===== src/rtl/proc_pkg.sv =====
// Shared definitions for the convolution processor: field widths, opcode
// constants used by the fetch and control units, and the fetch state encoding.
package proc_pkg;

    localparam int unsigned INSTR_W  = 16;
    localparam int unsigned OPC_W    = 6;
    localparam int unsigned IMM_W    = 10;
    localparam int unsigned ADDR_W   = 8;
    localparam int unsigned PROG_LEN = 164;

    localparam logic [OPC_W-1:0] OP_CLAC   = 6'd2;
    localparam logic [OPC_W-1:0] OP_NOP    = 6'd46;
    localparam logic [OPC_W-1:0] OP_JUMPNZ = 6'd47;
    localparam logic [OPC_W-1:0] OP_JUMPZ  = 6'd51;

    typedef enum logic [2:0] {
        FS_IDLE  = 3'd0,
        FS_FETCH = 3'd1,
        FS_WAIT  = 3'd2,
        FS_ISSUE = 3'd3,
        FS_HALT  = 3'd4
    } fetch_state_t;

endpackage


===== src/rtl/instr_fetch_unit_if.sv =====
// Fetch-unit bus: instruction RAM address/data plus the control-unit handshake.
//   pc_addr     : word address to the synchronous instruction RAM
//   instr_in    : registered RAM data, valid one cycle after pc_addr
//   exec_done   : control unit finished the current instruction (pulse)
//   z_flag      : accumulator-zero flag, meaningful with exec_done
//   opcode/imm  : decoded fields of the instruction register
//   instr_valid : opcode/imm are stable and awaiting execution
// master = fetch unit, slave = RAM/control-unit side.
interface instr_fetch_unit_if;
    import proc_pkg::*;

    logic [ADDR_W-1:0]  pc_addr;
    logic [INSTR_W-1:0] instr_in;
    logic               exec_done;
    logic               z_flag;
    logic [OPC_W-1:0]   opcode;
    logic [IMM_W-1:0]   imm;
    logic               instr_valid;

    modport master (
        output pc_addr, opcode, imm, instr_valid,
        input  instr_in, exec_done, z_flag
    );

    modport slave (
        input  pc_addr, opcode, imm, instr_valid,
        output instr_in, exec_done, z_flag
    );

endinterface


===== src/rtl/instr_fetch_unit.sv =====
// Instruction-fetch initiator: sequences FETCH/WAIT/ISSUE against a synchronous
// instruction RAM, holds the instruction register for the control unit,
// resolves conditional jumps, stops on NOP and flags out-of-range PCs.
// Ports:
//   clk, rst_n : clock (rising edge), asynchronous active-low reset
//   start      : begin fetching at address 0 from IDLE or HALT
//   bus        : RAM address/data and control-unit handshake (master side)
//   halted     : high while in HALT
//   pc_err     : sticky, PC reached an address >= PROG_LEN
module instr_fetch_unit
    import proc_pkg::*;
(
    input  logic                clk,
    input  logic                rst_n,
    input  logic                start,
    instr_fetch_unit_if.master  bus,
    output logic                halted,
    output logic                pc_err
);

    fetch_state_t        r_state;
    fetch_state_t        w_state_nxt;

    logic [ADDR_W-1:0]   r_pc;
    logic [INSTR_W-1:0]  r_ir;
    logic                r_valid;
    logic                r_halted;
    logic                r_pc_err;

    logic [ADDR_W-1:0]   w_pc_nxt;
    logic [INSTR_W-1:0]  w_ir_nxt;
    logic                w_valid_nxt;
    logic                w_halted_nxt;
    logic                w_pc_err_nxt;

    logic [OPC_W-1:0]    w_opc;
    logic [IMM_W-1:0]    w_imm;
    logic                w_taken;
    logic [ADDR_W-1:0]   w_target;
    logic                w_target_bad;

    assign w_opc = r_ir[INSTR_W-1:IMM_W];
    assign w_imm = r_ir[IMM_W-1:0];

    // Next-PC selection; only consumed when exec_done arrives in ISSUE.
    assign w_taken      = ((w_opc == OP_JUMPZ)  &&  bus.z_flag) ||
                          ((w_opc == OP_JUMPNZ) && !bus.z_flag);
    assign w_target     = w_taken ? w_imm[ADDR_W-1:0] : (r_pc + ADDR_W'(1));
    assign w_target_bad = (w_target >= ADDR_W'(PROG_LEN));

    // State register.
    always_ff @(posedge clk or negedge rst_n) begin
        if (!rst_n) begin
            r_state <= FS_IDLE;
        end else begin
            r_state <= w_state_nxt;
        end
    end

    // Next-state and next-datapath values.
    always_comb begin
        w_state_nxt  = r_state;
        w_pc_nxt     = r_pc;
        w_ir_nxt     = r_ir;
        w_valid_nxt  = r_valid;
        w_halted_nxt = r_halted;
        w_pc_err_nxt = r_pc_err;

        case (r_state)
            FS_IDLE: begin
                if (start) begin
                    w_pc_nxt    = '0;
                    w_state_nxt = FS_FETCH;
                end
            end
            FS_FETCH: begin
                w_state_nxt = FS_WAIT;
            end
            FS_WAIT: begin
                w_ir_nxt    = bus.instr_in;
                w_valid_nxt = 1'b1;
                w_state_nxt = FS_ISSUE;
            end
            FS_ISSUE: begin
                if (bus.exec_done) begin
                    w_valid_nxt = 1'b0;
                    if (w_opc == OP_NOP) begin
                        w_halted_nxt = 1'b1;
                        w_state_nxt  = FS_HALT;
                    end else begin
                        w_pc_nxt = w_target;
                        // An illegal PC never reaches FETCH.
                        if (w_target_bad) begin
                            w_pc_err_nxt = 1'b1;
                            w_halted_nxt = 1'b1;
                            w_state_nxt  = FS_HALT;
                        end else begin
                            w_state_nxt  = FS_FETCH;
                        end
                    end
                end
            end
            FS_HALT: begin
                if (start) begin
                    w_pc_nxt     = '0;
                    w_pc_err_nxt = 1'b0;
                    w_halted_nxt = 1'b0;
                    w_state_nxt  = FS_FETCH;
                end
            end
            default: begin
                w_state_nxt = FS_IDLE;
            end
        endcase
    end

    // Datapath registers.
    always_ff @(posedge clk or negedge rst_n) begin
        if (!rst_n) begin
            r_pc     <= '0;
            r_ir     <= '0;
            r_valid  <= 1'b0;
            r_halted <= 1'b0;
            r_pc_err <= 1'b0;
        end else begin
            r_pc     <= w_pc_nxt;
            r_ir     <= w_ir_nxt;
            r_valid  <= w_valid_nxt;
            r_halted <= w_halted_nxt;
            r_pc_err <= w_pc_err_nxt;
        end
    end

    assign bus.pc_addr     = r_pc;
    assign bus.opcode      = w_opc;
    assign bus.imm         = w_imm;
    assign bus.instr_valid = r_valid;
    assign halted          = r_halted;
    assign pc_err          = r_pc_err;

endmodule


===== src/flat_wrapper.sv =====
// flat-port wrapper written by rule: the top's interface ports become plain ports
module instr_fetch_unit_flat import proc_pkg::*;
  (clk, rst_n, start, halted, pc_err, bus_pc_addr, bus_opcode, bus_imm, bus_instr_valid, bus_instr_in, bus_exec_done, bus_z_flag);
  instr_fetch_unit_if bus_i ();
  input  logic clk;
  input  logic rst_n;
  input  logic start;
  output logic halted;
  output logic pc_err;
  output wire logic [$bits(bus_i.pc_addr)-1:0] bus_pc_addr;
  output wire logic [$bits(bus_i.opcode)-1:0] bus_opcode;
  output wire logic [$bits(bus_i.imm)-1:0] bus_imm;
  output wire logic [$bits(bus_i.instr_valid)-1:0] bus_instr_valid;
  input wire logic [$bits(bus_i.instr_in)-1:0] bus_instr_in;
  input wire logic [$bits(bus_i.exec_done)-1:0] bus_exec_done;
  input wire logic [$bits(bus_i.z_flag)-1:0] bus_z_flag;
  assign bus_pc_addr = bus_i.pc_addr;
  assign bus_opcode = bus_i.opcode;
  assign bus_imm = bus_i.imm;
  assign bus_instr_valid = bus_i.instr_valid;
  assign bus_i.instr_in = bus_instr_in;
  assign bus_i.exec_done = bus_exec_done;
  assign bus_i.z_flag = bus_z_flag;
  instr_fetch_unit u_core (.clk(clk), .rst_n(rst_n), .start(start), .bus(bus_i), .halted(halted), .pc_err(pc_err));
endmodule

===== config.mk =====
export PLATFORM = sky130hd
export DESIGN_NAME = instr_fetch_unit_flat
export DESIGN_NICKNAME = d
export VERILOG_FILES = /design/src/rtl/proc_pkg.sv /design/src/rtl/instr_fetch_unit_if.sv /design/src/rtl/instr_fetch_unit.sv /design/src/flat_wrapper.sv
export SDC_FILE = /design/constraint.sdc
export NUM_CORES = 1
export LEC_CHECK = 0
export ABC_AREA = 1
export ABC_CLOCK_PERIOD_IN_PS = 1600
export CORE_AREA = 10 10 92 62
export CTS_CLUSTER_DIAMETER = 100
export DETAILED_ROUTE_END_ITERATION = 8
export DIE_AREA = 0 0 102 72
export GPL_TIMING_DRIVEN = 0
export PLACE_DENSITY = 0.74
export SYNTH_ARGS = -nofsm -noshare
export SYNTH_HDL_FRONTEND = slang
export SYNTH_SLANG_ARGS = --single-unit

===== constraint.sdc =====
create_clock -name clk -period 1.6 [get_ports clk]
set_clock_uncertainty 0.2 [all_clocks]
set_input_delay 0.16 -clock clk [delete_from_list [all_inputs] [get_ports clk]]
set_output_delay 0.16 -clock clk [all_outputs]
set_load 0.03 [all_outputs]

Word level (Yosys, flattened, before mapping)
Cells that the tools add are included.

$add $sub $neg: 1. $mul: 0. Div/mod/pow operators: 0. Order comparisons: 1. Equal/unequal tests: 13. Shifts and indexed selects: 0. Multiplexer cells: 20. Bitwise operators: 0. Reduce and logical (&&, ||, !) cells: 14.

Operators with widths (count): $mux W8 (4); $eq A6 B6 Y1 const B (3); $pmux W8 S2 (1); $mux W3 (4); $pmux W3 S4 (1); $add A8 B1 Y8 const B (1); $ge A8 B8 Y1 const B (1); $reduce_and A4 Y1 (2); $mux W1 (7); $eq A3 B2 Y1 const B (2); $ne A2 B2 Y1 const B (3); $pmux W1 S2 (3); $reduce_bool A2 Y1 (3); $reduce_and A5 Y1 (1); $ne A2 B1 Y1 const B (2); $reduce_and A2 Y1 (2); $eq A3 B1 Y1 const B (1); $eq A3 B3 Y1 const B (1); $logic_not A3 Y1 (1); $ne A3 B1 Y1 const B (1); $logic_and A1 B1 Y1 (2); $reduce_or A2 Y1 (1); $logic_not A1 Y1 (1); $logic_or A1 B1 Y1 (1).

Bits in registers: 30. Bits in latches: 0. Bits in writable memories: 0. Bits in read-only memories: 0. Word-level logic and storage cells: 55. Memories: 0.

Longest topological paths before layout
Depth in word-level cells: 9. Gate-level depth with buffers: 14.

Worst setup path before layout
Ideal clock, no wire load.

Path kind: register -> register. Start: register u_core.r_pc[1], in the netlist u_core.bus.pc_addr[1]. End: register u_core.r_pc_err, in the netlist u_core.pc_err. Setup time: 0.118 ns. Arrival time: 1.700 ns. Path slack: -0.418 ns. Cell stages (with the launch flop): 15. Path buffers: 0. Cell sequence: dfrtp_1 -> ha_1 -> nand2_1 -> nor2_2 -> nand3_1 -> nand2_1 -> nand2_1 -> nand2_2 -> nand2_4 -> nor2_2 -> nand3_2 -> nand3_1 -> nand2_1 -> nand2_1 -> nand2_1.

Word-level cells in the longest chain between the ends: 5.

RTL lines: start: declaration (RTL line instr_fetch_unit.sv:24) `logic [ADDR_W-1:0] r_pc;`; start signal: assignment (RTL line instr_fetch_unit.sv:126) `r_pc <= w_pc_nxt;`; $add A8 B1 Y8 (RTL line instr_fetch_unit.sv:48) `assign w_target = w_taken ? w_imm[ADDR_W-1:0] : (r_pc + ADDR_W'(1));`; $mux W8 (RTL line instr_fetch_unit.sv:48); $ge A8 B8 Y1 (RTL line instr_fetch_unit.sv:49) `assign w_target_bad = (w_target >= ADDR_W'(PROG_LEN));`; $ne A2 B1 Y1 (no source line); $reduce_and A5 Y1 (no source line); end signal: assignment (RTL line instr_fetch_unit.sv:130) `r_pc_err <= w_pc_err_nxt;`; end: declaration (RTL line instr_fetch_unit.sv:28) `logic r_pc_err;`.

Every way passes these cells. A chain may end at the register's enable or synchronous reset.

Final worst setup path
Start: register u_core.r_pc[0], in the netlist u_core.bus.pc_addr[0]. End: register u_core.r_state[2].

Word-level cells in the longest chain between the ends: 7.

RTL lines: $add A8 B1 Y8 (RTL line instr_fetch_unit.sv:48); $mux W8 (RTL line instr_fetch_unit.sv:48); $ge A8 B8 Y1 (RTL line instr_fetch_unit.sv:49); $mux W3 (RTL line instr_fetch_unit.sv:93) `if (w_target_bad) begin`; $mux W3 (RTL line instr_fetch_unit.sv:87) `if (w_opc == OP_NOP) begin`; $mux W3 (RTL line instr_fetch_unit.sv:85) `if (bus.exec_done) begin`; $pmux W3 S4 (RTL line instr_fetch_unit.sv:69) `case (r_state)`; end signal: assignment (RTL line instr_fetch_unit.sv:56) `r_state <= w_state_nxt;`; end: declaration (RTL line instr_fetch_unit.sv:21) `fetch_state_t r_state;`.

Every way passes these cells. The select of a mux whose other input is x is not followed.

==> impl_metrics.json <==
{
  "timing.final.ws_setup_ns": -0.294,
  "hpwl_um": 3400,
  "post_synth_instance_area_um2": 1680,
  "critical_path.endpoint_type": "flop",
  "p_int_mw": 2.87,
  "drt_pass1_iterations": 4,
  "h-tree-depth": 2,
  "cts.clk_slew.worst_paths_ns": 0.06,
  "globalplace.congestion": 0.860,
  "area_growth_pct": 55.4,
  "critical-path-max-stage-delay_ns": 0.40,
  "synth_top_flop_cell": "sky130_fd_sc_hd__dfrtp_1",
  "status": "finished, violations left",
  "tns_ns": -1.36,
  "cp_num_cells": 12,
  "netSwitchingFraction_pct": 48.8,
  "route.detailed.drc": 0,
  "worstPathRequired_ns": 1.56,
  "critPathSlowestCell": "sky130_fd_sc_hd__dfrtp_2",
  "cts-buffers-inserted": 5,
  "grt_max_degree": 31,
  "total_leakage_power_nw": 1.24,
  "antenna_cells_inserted": 0,
  "detail_route.wl_per_cell_um": 14.6,
  "synthesis.yosys.warnings": 0,
  "timing.critical_path.cells": "ha_4 -> nand2_4 -> nor2_4 -> nand2_2 -> nand2_2 -> nand3_1 -> nand2_2 -> nor2_2 -> o21bai_4 -> nand3_2 -> nand2_1 -> o21ai_1",
  "pwr_density_cell_nw_per_um2": 2150,
  "postSynthNetCount": 223,
  "placement_rows": 18,
  "reg2regPathDepth": 12,
  "start_util_pct": 41.9,
  "vias": 1605,
  "post_synth_inst_count": 201,
  "cts_root_cell": "sky130_fd_sc_hd__clkbuf_8",
  "report.power.total_mw": 5.60,
  "critical_path_launch_point": "u_core.bus.pc_addr[0]",
  "cts_max_path_buffers": 2,
  "tritoncts": "built",
  "endpoint": "u_core.r_state[2]",
  "insertion_delay_ns": 0.28,
  "layout_common_cells": "41 x sky130_fd_sc_hd__nand2_1, 26 x sky130_fd_sc_hd__dlygate4sd2_1, 20 x sky130_fd_sc_hd__dfrtp_1, 19 x sky130_fd_sc_hd__clkdlybuf4s50_1, 19 x sky130_fd_sc_hd__buf_4",
  "violations": "negative setup slack",
  "instances_no_fill": 329,
  "slew_violations": 0,
  "power.sequential.fraction_pct": 26.8,
  "layout_commonest_cell": "sky130_fd_sc_hd__nand2_1",
  "startpoint_type": "flop",
  "critical_path.most_common_cell": "sky130_fd_sc_hd__nand2_2",
  "synth-edff-count": 0,
  "maxClockFrequency_ghz": 0.528,
  "fp.coreArea_um2": 4010,
  "numPortBuffers": 47,
  "timing_worst_setup_path_type": "flop to flop",
  "synth_async_reset_ratio_pct": 100,
  "grt_pass1_wl_um": 7670,
  "vdd.ir_drop.worst_mv": 1.07,
  "top_level_ports": 48,
  "power_switching_mw": 2.74,
  "final.min_clock_period_ns": 1.89,
  "detailedRoute.firstIterationViolations": 53,
  "detail_route.wirelength_um": 4810,
  "vias_per_std_cell": 4.88,
  "holdCritPathClass": "input pin to async pin",
  "share_comb_of_total_power_pct": 62.7,
  "layout_worst_path_cycle_share_pct": 118,
  "r2r_setup_slk_ns": -0.29,
  "synth_seq_cells": 30,
  "die_w_um": 102,
  "cpLargestDelayFamily": "simple AND/OR/NAND/NOR gates",
  "ant_nets": 0,
  "timing.rr.start": "u_core.bus.pc_addr[0]",
  "dieArea_um2": 7340,
  "aggregate_global_routing_overflow": 0,
  "proportion_of_power_drawn_by_the_clock_network_pct": 10.5,
  "final_layout_size_suffix_gt1_share_pct": 38.4,
  "initial_antenna_violation_count": 0,
  "synth.avg_cell_area_um2": 8.35,
  "arrival_ns": 1.86,
  "synth.yosys.seq_area_share_pct": 44.7,
  "fin_nets": 300,
  "clock_sinks": 30,
  "rsz0062_at_grt": "true",
  "first_global_vias": 1611,
  "maxCapViolations": 0,
  "critPathBufInv": 0,
  "synth.lib_cells_used.distinct": 31,
  "dp.cells": 298,
  "maxSlewHeadroom_pct": 54.1,
  "fp.dieH_um": 72,
  "path_max_fanout": 3,
  "final_hold_viol_count": 0,
  "worstMarginPinSlew_ns": 0.688,
  "global_router_s_overall_resource_usage_pct": 13.3,
  "setup_viol": 13,
  "reg2reg_to": "u_core.r_state[2]"
}
-- how the worst min path moves through the flow --
stage                                       from                endpoint
after detailed placement           u_core.pc_err           u_core.pc_err
after global routing            bus_instr_in[11]         u_core.r_ir[11]
final                                      rst_n       u_core.r_state[1]
after floorplan                            rst_n  u_core.bus.instr_valid
after CTS                                  rst_n          u_core.r_ir[9]
after global placement    u_core.bus.instr_valid  u_core.bus.instr_valid
-- sequential cells by signal (all words and copies together), names as in the netlist --
name and count:
u_core.r_state 3, u_core.bus.pc_addr 8, u_core.halted 1, u_core.bus.instr_valid 1, u_core.r_ir 16, u_core.pc_err 1
-- power by group through the flow --
| stage | clock (mW) | sequential, mW | combinational [mW] |
|---|---|---|---|
| after floorplan | 0 | 2.08 | 1.40 |
| after global placement | 0 | 1.48 | 3.05 |
| after detailed placement | 0 | 1.49 | 3.09 |
| after CTS | 0.604 | 1.47 | 3.32 |
| after global routing | 0.650 | 1.55 | 3.82 |
| final | 0.589 | 1.50 | 3.51 |
-- stage by stage --
step / utilization [%] / hold WS [ns] / area [um2] / setup WS [ns]
global placement: 55.9 / 0.258 / 2240 / -0.508
global route: 65.1 / 0.252 / 2610 / -0.405
finish: 65.1 / 0.247 / 2610 / -0.294
CTS: 62.3 / 0.147 / 2500 / -0.222
detailed placement: 55.9 / 0.257 / 2240 / -0.486
floorplan: - / -0.336 / 1710 / -0.255
-- cell usage after synthesis, types with 2 or more instances --
cell type | count | area, um2
sky130_fd_sc_hd__o21ai_0 | 2 | 10.0
sky130_fd_sc_hd__o21ai_1 | 3 | 15.0
sky130_fd_sc_hd__mux2_2 | 9 | 101
sky130_fd_sc_hd__nor2_1 | 18 | 67.6
sky130_fd_sc_hd__nand3_2 | 2 | 20.0
sky130_fd_sc_hd__dfrtp_1 | 30 | 751
sky130_fd_sc_hd__nand2_4 | 3 | 33.8
sky130_fd_sc_hd__inv_1 | 21 | 78.8
sky130_fd_sc_hd__o22ai_1 | 4 | 25.0
sky130_fd_sc_hd__nand2_2 | 6 | 37.5
sky130_fd_sc_hd__nor2_2 | 6 | 37.5
sky130_fd_sc_hd__a21oi_1 | 9 | 45.0
sky130_fd_sc_hd__nand3_1 | 10 | 50.1
sky130_fd_sc_hd__nand2_1 | 57 | 214
sky130_fd_sc_hd__inv_2 | 4 | 15.0
sky130_fd_sc_hd__nor2_4 | 2 | 22.5
-- layout make-up --
| class | count | area (um2) |
|---|---|---|
| flip-flops and latches | 30 | 763 |
| inverters | 26 | 100 |
| plain buffers | 2 | 22.5 |
| multi-input cells | 143 | 967 |
| clock buffers | 8 | 80.1 |
| fillers | 351 | 1400 |
| repair buffers | 70 | 614 |
| well taps | 50 | 62.6 |
-- cell families (layout without fill, tap and decap cells) --
group,count (synthesis),after routing,share of synthesized area [%]
DFF,30,30,44.7
adders and majority gates,1,1,0.745
buffers and inverters,28,106,6.48
AOI/OAI and AO/OA,22,22,9.02
muxes,9,9,6.04
xor gates and xnor gates,2,2,1.04
and+or+nand+nor,109,109,32.0
-- layer usage --
layer | GRT usage, % | vias up | wire (um)
li1 | - | 799 | -
met3 | 7.47 | 8 | 598
met5 | 0 | - | 0
met4 | 4.98 | 0 | 63
met1 | 15.3 | 740 | 2030
met2 | 20.1 | 58 | 2120
-- what timing repair did --
| action | in CTS | in global routing |
|---|---|---|
| pin swaps | 4 | 5 |
| buffers inserted | 15 | 6 |
| hold buffers | 0 | 1 |
| cloned | 0 | 1 |
| endpoints found under the hold margin | 0 | 30 |
| resized for setup | 60 | 20 |
| endpoints found under the setup margin | 82 | 24 |
(Power assumes the default switching activity.)
